==> src/rtl/tinyalu_requester.sv <==
// Initiator side of the TinyALU start/done protocol: command valid/ready in, response valid/ready out.
// Optional ACTIVE-state timeout abort is enabled by defining TINYALU_REQ_TIMEOUT_EN.
module tinyalu_requester #(
   parameter int unsigned TIMEOUT = 15,
   parameter int unsigned CNT_W   = 4
) (
   input  logic        clk,
   input  logic        reset_n,
   input  logic        cmd_valid,
   output logic        cmd_ready,
   input  logic [2:0]  cmd_op,
   input  logic [7:0]  cmd_a,
   input  logic [7:0]  cmd_b,
   output logic        start,
   output logic [2:0]  op,
   output logic [7:0]  A,
   output logic [7:0]  B,
   input  logic        done,
   input  logic [15:0] result,
   output logic        rsp_valid,
   input  logic        rsp_ready,
   output logic [15:0] rsp_result,
   output logic        rsp_err,
   output logic        proto_err
);

   typedef enum logic [1:0] {IDLE, NOP, ACTIVE, GAP} state_t;

   state_t state, state_nxt;
   logic   accept;
   logic   finish;
   logic   tmo;

   if (TIMEOUT < 4 || (64'd1 << CNT_W) <= 64'(TIMEOUT)) begin : g_bad_cfg
      $error("tinyalu_requester: TIMEOUT must be >= 4 and below 2**CNT_W");
   end

   // start is decoded from registered state so a reset drops it immediately.
   assign start     = (state == NOP) || (state == ACTIVE);
   assign cmd_ready = (state == IDLE) && !rsp_valid;
   assign accept    = cmd_valid && cmd_ready;
   assign finish    = (state == ACTIVE) && done;

`ifdef TINYALU_REQ_TIMEOUT_EN
   logic [CNT_W-1:0] cnt;
   logic             rsp_err_q;

   // Count equals the number of completed ACTIVE cycles; the abort happens on the TIMEOUT-th.
   assign tmo     = (state == ACTIVE) && !done && (cnt == CNT_W'(TIMEOUT - 1));
   assign rsp_err = rsp_err_q;

   always_ff @(posedge clk or negedge reset_n) begin
      if (!reset_n) begin
         cnt       <= '0;
         rsp_err_q <= 1'b0;
      end else begin
         if (state != ACTIVE) cnt <= '0;
         else if (!done)      cnt <= cnt + 1'b1;
         if (finish)          rsp_err_q <= 1'b0;
         else if (tmo)        rsp_err_q <= 1'b1;
      end
   end
`else
   assign tmo     = 1'b0;
   assign rsp_err = 1'b0;
`endif

   always_comb begin
      state_nxt = state;
      unique case (state)
         IDLE:    if (accept) state_nxt = (cmd_op == 3'd0) ? NOP : ACTIVE;
         NOP:     state_nxt = GAP;
         ACTIVE:  if (finish || tmo) state_nxt = GAP;
         GAP:     state_nxt = IDLE;
         default: state_nxt = IDLE;
      endcase
   end

   always_ff @(posedge clk or negedge reset_n) begin
      if (!reset_n) state <= IDLE;
      else          state <= state_nxt;
   end

   always_ff @(posedge clk or negedge reset_n) begin
      if (!reset_n) begin
         op         <= '0;
         A          <= '0;
         B          <= '0;
         rsp_valid  <= 1'b0;
         rsp_result <= '0;
         proto_err  <= 1'b0;
      end else begin
         if (accept) begin
            op <= cmd_op;
            A  <= cmd_a;
            B  <= cmd_b;
         end
         // done wins over a same-cycle timeout because tmo already requires !done.
         if (finish) begin
            rsp_valid  <= 1'b1;
            rsp_result <= result;
         end else if (tmo) begin
            rsp_valid  <= 1'b1;
            rsp_result <= '0;
         end else if (rsp_valid && rsp_ready) begin
            rsp_valid  <= 1'b0;
         end
         if (done && !start) proto_err <= 1'b1;
      end
   end

endmodule
==> config.mk <==
export PLATFORM = sky130hd
export DESIGN_NAME = tinyalu_requester
export DESIGN_NICKNAME = d
export VERILOG_FILES = /design/src/rtl/tinyalu_requester.sv
export SDC_FILE = /design/constraint.sdc
export NUM_CORES = 1
export LEC_CHECK = 0
export BUFFER_PORTS_ARGS = -buffer_cell sky130_fd_sc_hd__buf_4
export CAP_MARGIN = 15
export CORE_AREA = 2 2 63 65
export CTS_BUF_LIST = sky130_fd_sc_hd__clkbuf_16
export DETAILED_ROUTE_END_ITERATION = 10
export DIE_AREA = 0 0 65 67
export GPL_TIMING_DRIVEN = 0
export PLACE_DENSITY = 0.77
export SYNTH_ARGS = -nofsm -noshare
export SYNTH_HDL_FRONTEND = slang
export SYNTH_SLANG_ARGS = --single-unit
==> constraint.sdc <==
create_clock -name clk -period 1.8 [get_ports clk]
set_clock_uncertainty 0.2 [all_clocks]
set_input_delay 0.27 -clock clk [delete_from_list [all_inputs] [get_ports clk]]
set_output_delay 0.27 -clock clk [all_outputs]
set_load 0.05 [all_outputs]
==> results of run 1 <==
metal layers:
| metal | up-vias | part of all wire | GRT usage |
|---|---|---|---|
| met3 | 4 | 0.10 | 0.06419 |
| met2 | 54 | 0.50 | 0.2809 |
| met4 | 0 | 0.015 | 0.07181 |
| li1 | 513 | - | - |
| met1 | 528 | 0.38 | 0.1919 |
| met5 | - | 0 | 0 |
logic make-up (layout without fill, tap and decap cells):
family / after synthesis / after routing / synth area share
AO/OA/AOI/OAI: 5 / 5 / 0.01737
adder cells (fa/ha/maj): 2 / 2 / 0.01580
multiplexers: 37 / 37 / 0.2859
other: 1 / 1 / 0.002367
flip-flops: 39 / 39 / 0.6161
AND/OR/NAND/NOR: 6 / 6 / 0.03239
buffers and inverters: 7 / 97 / 0.03001
cell usage after synthesis (all sizes together):
library cell | number | area (um^2)
o21ai | 3 | 15.01
mux2 | 36 | 442.9
nor2b | 2 | 20.02
buf | 3 | 32.53
or4b | 1 | 10.01
nand2 | 2 | 15.01
nand2b | 1 | 6.260
inv | 4 | 15.01
ha | 2 | 25.02
dfrtp | 39 | 975.9
a21o | 1 | 7.510
mux2i | 1 | 10.01
a21oi | 1 | 5.000
conb | 1 | 3.750
state kept, by name, indices dropped and copies added, names as in the netlist:
register and cells:
proto_err 1, A 8, op 3, rsp_result 16
state 2, B 8, rsp_valid 1
layout make-up:
type	count	area share
sequential	39	0.3981
timing repair buffer	82	0.2559
multi-input combinational	51	0.2345
clock buffer	5	0.05097
tap	48	0.02446
clock inverter	3	0.01580
buffer	3	0.01427
inverter	4	0.006116
per-stage QoR:
step	instances	hold WS [ns]	worst slack [ns]
finish	235	0.02147	0.06903
global route	235	0.01969	0.001042
CTS	233	0.01670	-0.001151
detailed placement	223	0.06607	-0.04721
global placement	223	0.05408	-0.002320
floorplan	97	-0.2256	-0.1169
path summary, 6_finish.rpt:
check | endpoint | cells past startpoint | slack (ns) | start
worst max register to register | rsp_result[11]$_DFFE_PN0P_ | 5 | 0.12 | state[0]$_DFFE_PN0P_
worst min-delay path | rsp_result[5]$_DFFE_PN0P_ | 2 | 0.02 | result[5]
min in group asynchronous | rsp_result[14]$_DFFE_PN0P_ | 2 | 0.30 | reset_n
worst min register to register | proto_err$_DFFE_PN0P_ | 1 | 0.29 | proto_err$_DFFE_PN0P_
worst max-delay path | cmd_ready | 4 | 0.07 | state[0]$_DFFE_PN0P_
max in group asynchronous | rsp_valid$_DFFE_PN0P_ | 2 | 0.75 | reset_n
timing repair:
action / CTS / global route
pin swaps: 1 / 1
endpoints found under the hold margin: 40 / 0
hold buffers: 2 / 0
gates resized for setup: 2 / 5
endpoints found under the setup margin: 10 / 21
buffers inserted: 0 / 2
==> flow_metrics.tcl, run 1 <==
set metrics [dict create \
    status "finished clean" \
    syn-mean-instance-area_um2 16.33 \
    antenna_found_initial 0 \
    yosys_warnings 0 \
    io-pin-count 80 \
    grt_max_degree 40 \
    yosys_register_bits 39 \
    finalWirelength_um 3212 \
    end_kind "output pin" \
    final_common_cell "buf_4" \
    numCtsBuffers 5 \
    cp.arrival_ns 1.26 \
    slew_violations 0 \
    tritoncts "built" \
    drv_cap 0 \
    setup_violations 0 \
    overflow 0 \
    layout_common_cells "buf_4, dfrtp_1, mux2_2" \
    final_nets 228 \
    drtIter0Drc 30 \
    final_layout_size_suffix_gt1_frac 0.7112 \
    critPathMaxStageDelay_ns 0.39 \
    synthCells 97 \
    path_class "register to output pin" \
    root_buffer "clkbuf_16" \
    die_x_um 65 \
    slowest_stage "dfrtp_1" \
    worstSetupStartpointType "register" \
    rsz0062_at_grt "no" \
    drc_errors 0 \
    n_antenna_cell 0 \
    critPathMaxFanout 5 \
    path_clk_slew_ns 0.06 \
    syn_area_um2 1584 \
    area_growth_syn_to_layout_pct 54.98 \
    timing.final.crit_share 0.9616 \
    clock_path_buffers 2 \
    worst-path-buf-inv 2 \
    gp_congestion 0.6791 \
    hold_violations 0 \
    vias 1099 \
    grt.total_usage 0.1679 \
    initial_core_util 0.4393 \
    finalSetupTns_ns 0 \
    htree_levels 2 \
    ys_seq_area_frac 0.6161 \
    cts_sinks 39 \
    fillers 282 \
    period_needed_ns 1.731 \
    clkLatencyLatePin_ns 0.27 \
    row_count 22 \
    ant_nets 0 \
    dieArea_um2 4355 \
    design_area_um2 2455 \
    dpl.hpwl_um 2405 \
    port_buffers 78 \
    utilization 0.6808 \
    fp.dieH_um 67 \
    crit_required_ns 1.33 \
    first_pass_iters 4 \
    synth_fp_nets 139 \
    wl_per_cell_um 13.67 \
    cpLargestDelayFamily "flip-flops" \
    placed_area_um2 2233 \
    crit_chain "inv_2 -> ha_4 -> nor2b_4 -> buf_8" \
    vias_per_cell 4.677 \
    regArea_um2 977.2 \
    core_um2 3606 \
    fmax_ghz 0.5777 \
    grt_pass1_vias 1146 \
    min_path_type "input pin to register" \
    synth_cell_types 19 \
    multiInputGateArea_um2 575.6 \
    grt_pass1_wl_um 5340 \
]
Power of run 1 is left out: the tool's default activity adds up to more than one toggle a clock period on the data nets, which glitch-free logic cannot reach.
==> run 2, diff against run 1 <==
Settings changed: ABC_AREA from default to 1, CORE_AREA 2 2 63 65 to 2 2 65 67, DIE_AREA 0 0 65 67 to 0 0 67 69, PLACE_DENSITY 0.77 to 0.75.
==> run 2 against run 1 <==
Sequential cell count is the same. Final area grew 3.8%. Register-to-register slack gained 0.02 ns. Non-clock buffer count grew 11. Critical path depth grew 2. Worst hold slack lost 0.0065 ns. Cell count grew 40%. Setup slack lost 0.021 ns. First-iteration DRC count grew 140%. Sequential share of layout area shrank 1.5 points. Global-route usage grew 0.98 points. Die area grew 6.2%. Critical path type unchanged. Critical endpoint unchanged.
==> flow_metrics.tcl, run 2 <==
set metrics [dict create \
    synthCells 187 \
    placed_cells 314 \
    final_nets 321 \
    synth_area_leaders "dfrtp_1, nand2_1, nand3_1" \
    p_leak_uw 0.001437 \
    powerDensity_nw_per_um2 2268 \
    vias 1537 \
    clkLatencyLatePin_ns 0.28 \
    wl_per_cell_um 11.56 \
    critPathMaxFanout 3 \
    routed.top_layer "met4" \
    drc_errors 0 \
    synth_fp_nets 229 \
    p_switching_uw 2870 \
    drv_cap 0 \
    antenna_found_initial 0 \
    vias_per_cell 4.658 \
    dr_wl_met3_um 356 \
    layout_common_cells "buf_4, nand2_1, dfrtp_1" \
    cts_sinks 39 \
    r2r-start "state[1]$_DFFE_PN0P_" \
    first_pass_iters 4 \
    p_int_uw 2911 \
    design_area_um2 2549 \
    initial_core_util 0.4281 \
    gp_congestion 0.7433 \
    final_common_cell "buf_4" \
    io-pin-count 80 \
    final_cells 330 \
    ff2ff_path_depth 6 \
    crit_end "cmd_ready" \
    grt_pass1_wl_um 6375 \
    swShare 0.4965 \
    numCtsBuffers 5 \
    synth_common_cells "nand2_1, dfrtp_1, nand3_1" \
    dieArea_um2 4623 \
    synth_edf_count 0 \
    n_antenna_cell 0 \
    drtIter0Drc 73 \
    fp.dieH_um 69 \
    pwr-share-clk 0.143 \
    period_needed_ns 1.752 \
    synthArstFlopShare 1.000 \
    wl_met1_um 1620 \
    row_count 23 \
    root_buffer "clkbuf_16" \
    largestRegisters "rsp_result x16, A x8, B x8" \
    final_layout_size_suffix_gt1_frac 0.4000 \
    grt_max_degree 40 \
    reg2reg_to "rsp_valid$_DFFE_PN0P_" \
    slew_violations 0 \
    yosys_register_bits 39 \
    synth_top_area_frac 0.5825 \
    largest_reg_flops 16 \
    regMostFlops "rsp_result" \
    path_clk_slew_ns 0.06 \
    path_class "register to output pin" \
    timing.final.crit_share 0.9736 \
    min_path_type "input pin to register" \
    htree_levels 2 \
    ant_nets 0 \
    placed_area_um2 2316 \
    finalWirelength_um 3816 \
    overflow 0 \
    area_growth_syn_to_layout_pct 52.13 \
    dpl.hpwl_um 2729 \
    yosys_warnings 0 \
    critPathLaunch "state[0]$_DFFE_PN0P_" \
    pwr-share-comb 0.594 \
    ys_seq_area_frac 0.5825 \
    syn-mean-instance-area_um2 8.959 \
    tritoncts "built" \
    cp.arrival_ns 1.28 \
    setup_violations 0 \
    crit_required_ns 1.33 \
    synth_most_common_cell "nand2_1" \
    status "finished clean" \
    worstSetupStartpointType "register" \
    fmax_ghz 0.5706 \
    ys_dominant_reg_cell "dfrtp_1" \
    grt.total_usage 0.1778 \
    die_x_um 67 \
    syn_area_um2 1675 \
    hold_ws_ns 0.01502 \
    core_um2 3914 \
    hold_violations 0 \
    yosysTopAreaCell "dfrtp_1" \
    port_buffers 77 \
    ir_drop_v 0.001141 \
    clock_path_buffers 2 \
    grt_pass1_vias 1467 \
    reg2reg_slack_ns 0.14 \
    wl_met2_um 1794 \
    seq_power_share 0.262 \
    end_kind "output pin" \
    synth_cell_types 19 \
]
## run 2: changes by cell type in the layout (fill, tap and decap cells not counted), sizes merged, moves of 2 or more
cell	change
nor2	+3
nand3	+36
nand2	+82
mux2	-36
buf	+10
nor2b	-2
inv	+3
## run 2: routing by layer
| metal | up-vias | GRT usage |
|---|---|---|
| li1 | 773 | - |
| met1 | 692 | 0.2255 |
| met2 | 65 | 0.2816 |
| met3 | 7 | 0.07015 |
| met4 | 0 | 0.04535 |
| met5 | - | 0 |
## run 2: cells by family after synthesis
family                   Yosys count  synth area share
other                              1          0.002238
adder cells (fa/ha/maj)            2           0.01493
AO/OA/AOI/OAI                      4           0.01344
flip-flops                        39            0.5825
AND/OR/NAND/NOR                  123            0.3196
buffers and inverters             18           0.06721
## run 2: repair_timing
action,4_1_cts,5_1_grt
buffers inserted,4,2
hold buffers,2,0
resized for setup,7,1
setup endpoints to repair,1,1
hold endpoints to repair,40,0
pin swaps,2,2
## run 2: cell type report
class	count	area, um^2
Tap cell	50	62.56
Buffer	11	86.33
Timing Repair Buffer	85	655.6
Clock inverter	3	15.01
Multi-Input combinational cell	130	599.3
Inverter	7	28.78
Sequential cell	39	975.9
Fill cell	358	1365
Clock buffer	5	125.1
## run 2: how the worst min path moves through the flow
stage	slack, ns	cells after the start	startpoint	end
after floorplan	-0.23	0	reset_n	A[0]$_DFFE_PN0P_
after global placement	0.07	1	reset_n	rsp_result[14]$_DFFE_PN0P_
after detailed placement	0.07	1	reset_n	rsp_result[14]$_DFFE_PN0P_
after CTS	0.01	3	cmd_a[7]	A[7]$_DFFE_PN0P_
after global routing	0.03	3	result[1]	rsp_result[1]$_DFFE_PN0P_
final	0.02	3	cmd_a[7]	A[7]$_DFFE_PN0P_
## run 2: power by group through the flow
stage / registers (uW) / logic (uW) / clock network [uW]
detailed placement: 1520 / 3260 / 0
global placement: 1520 / 3210 / 0
finish: 1520 / 3440 / 829
CTS: 1520 / 3420 / 853
global route: 1570 / 3680 / 882
floorplan: 2820 / 991 / 0
## run 2: per-stage QoR
step,total power [uW],setup TNS [ns],worst slack [ns],utilization
final,5781,0,0.04761,0.6512
after global routing,6133,-0.005262,-0.005262,0.6512
after CTS,5786,0,0.02629,0.6467
after detailed placement,4775,-0.02270,-0.02270,0.5918
after global placement,4735,-0.007393,-0.007393,0.5918
after floorplan,3809,0,0.2667,-
## run 2: worst max-delay path, stage by stage, from the launching register on
cell,delay [ns]
dfrtp_1,0.39
inv_2,0.09
ha_4,0.15
inv_4,0.05
nor2_8,0.09
buf_12,0.11
buf_12,0.12
No activity file was read; power rests on OpenSTA's default activity.
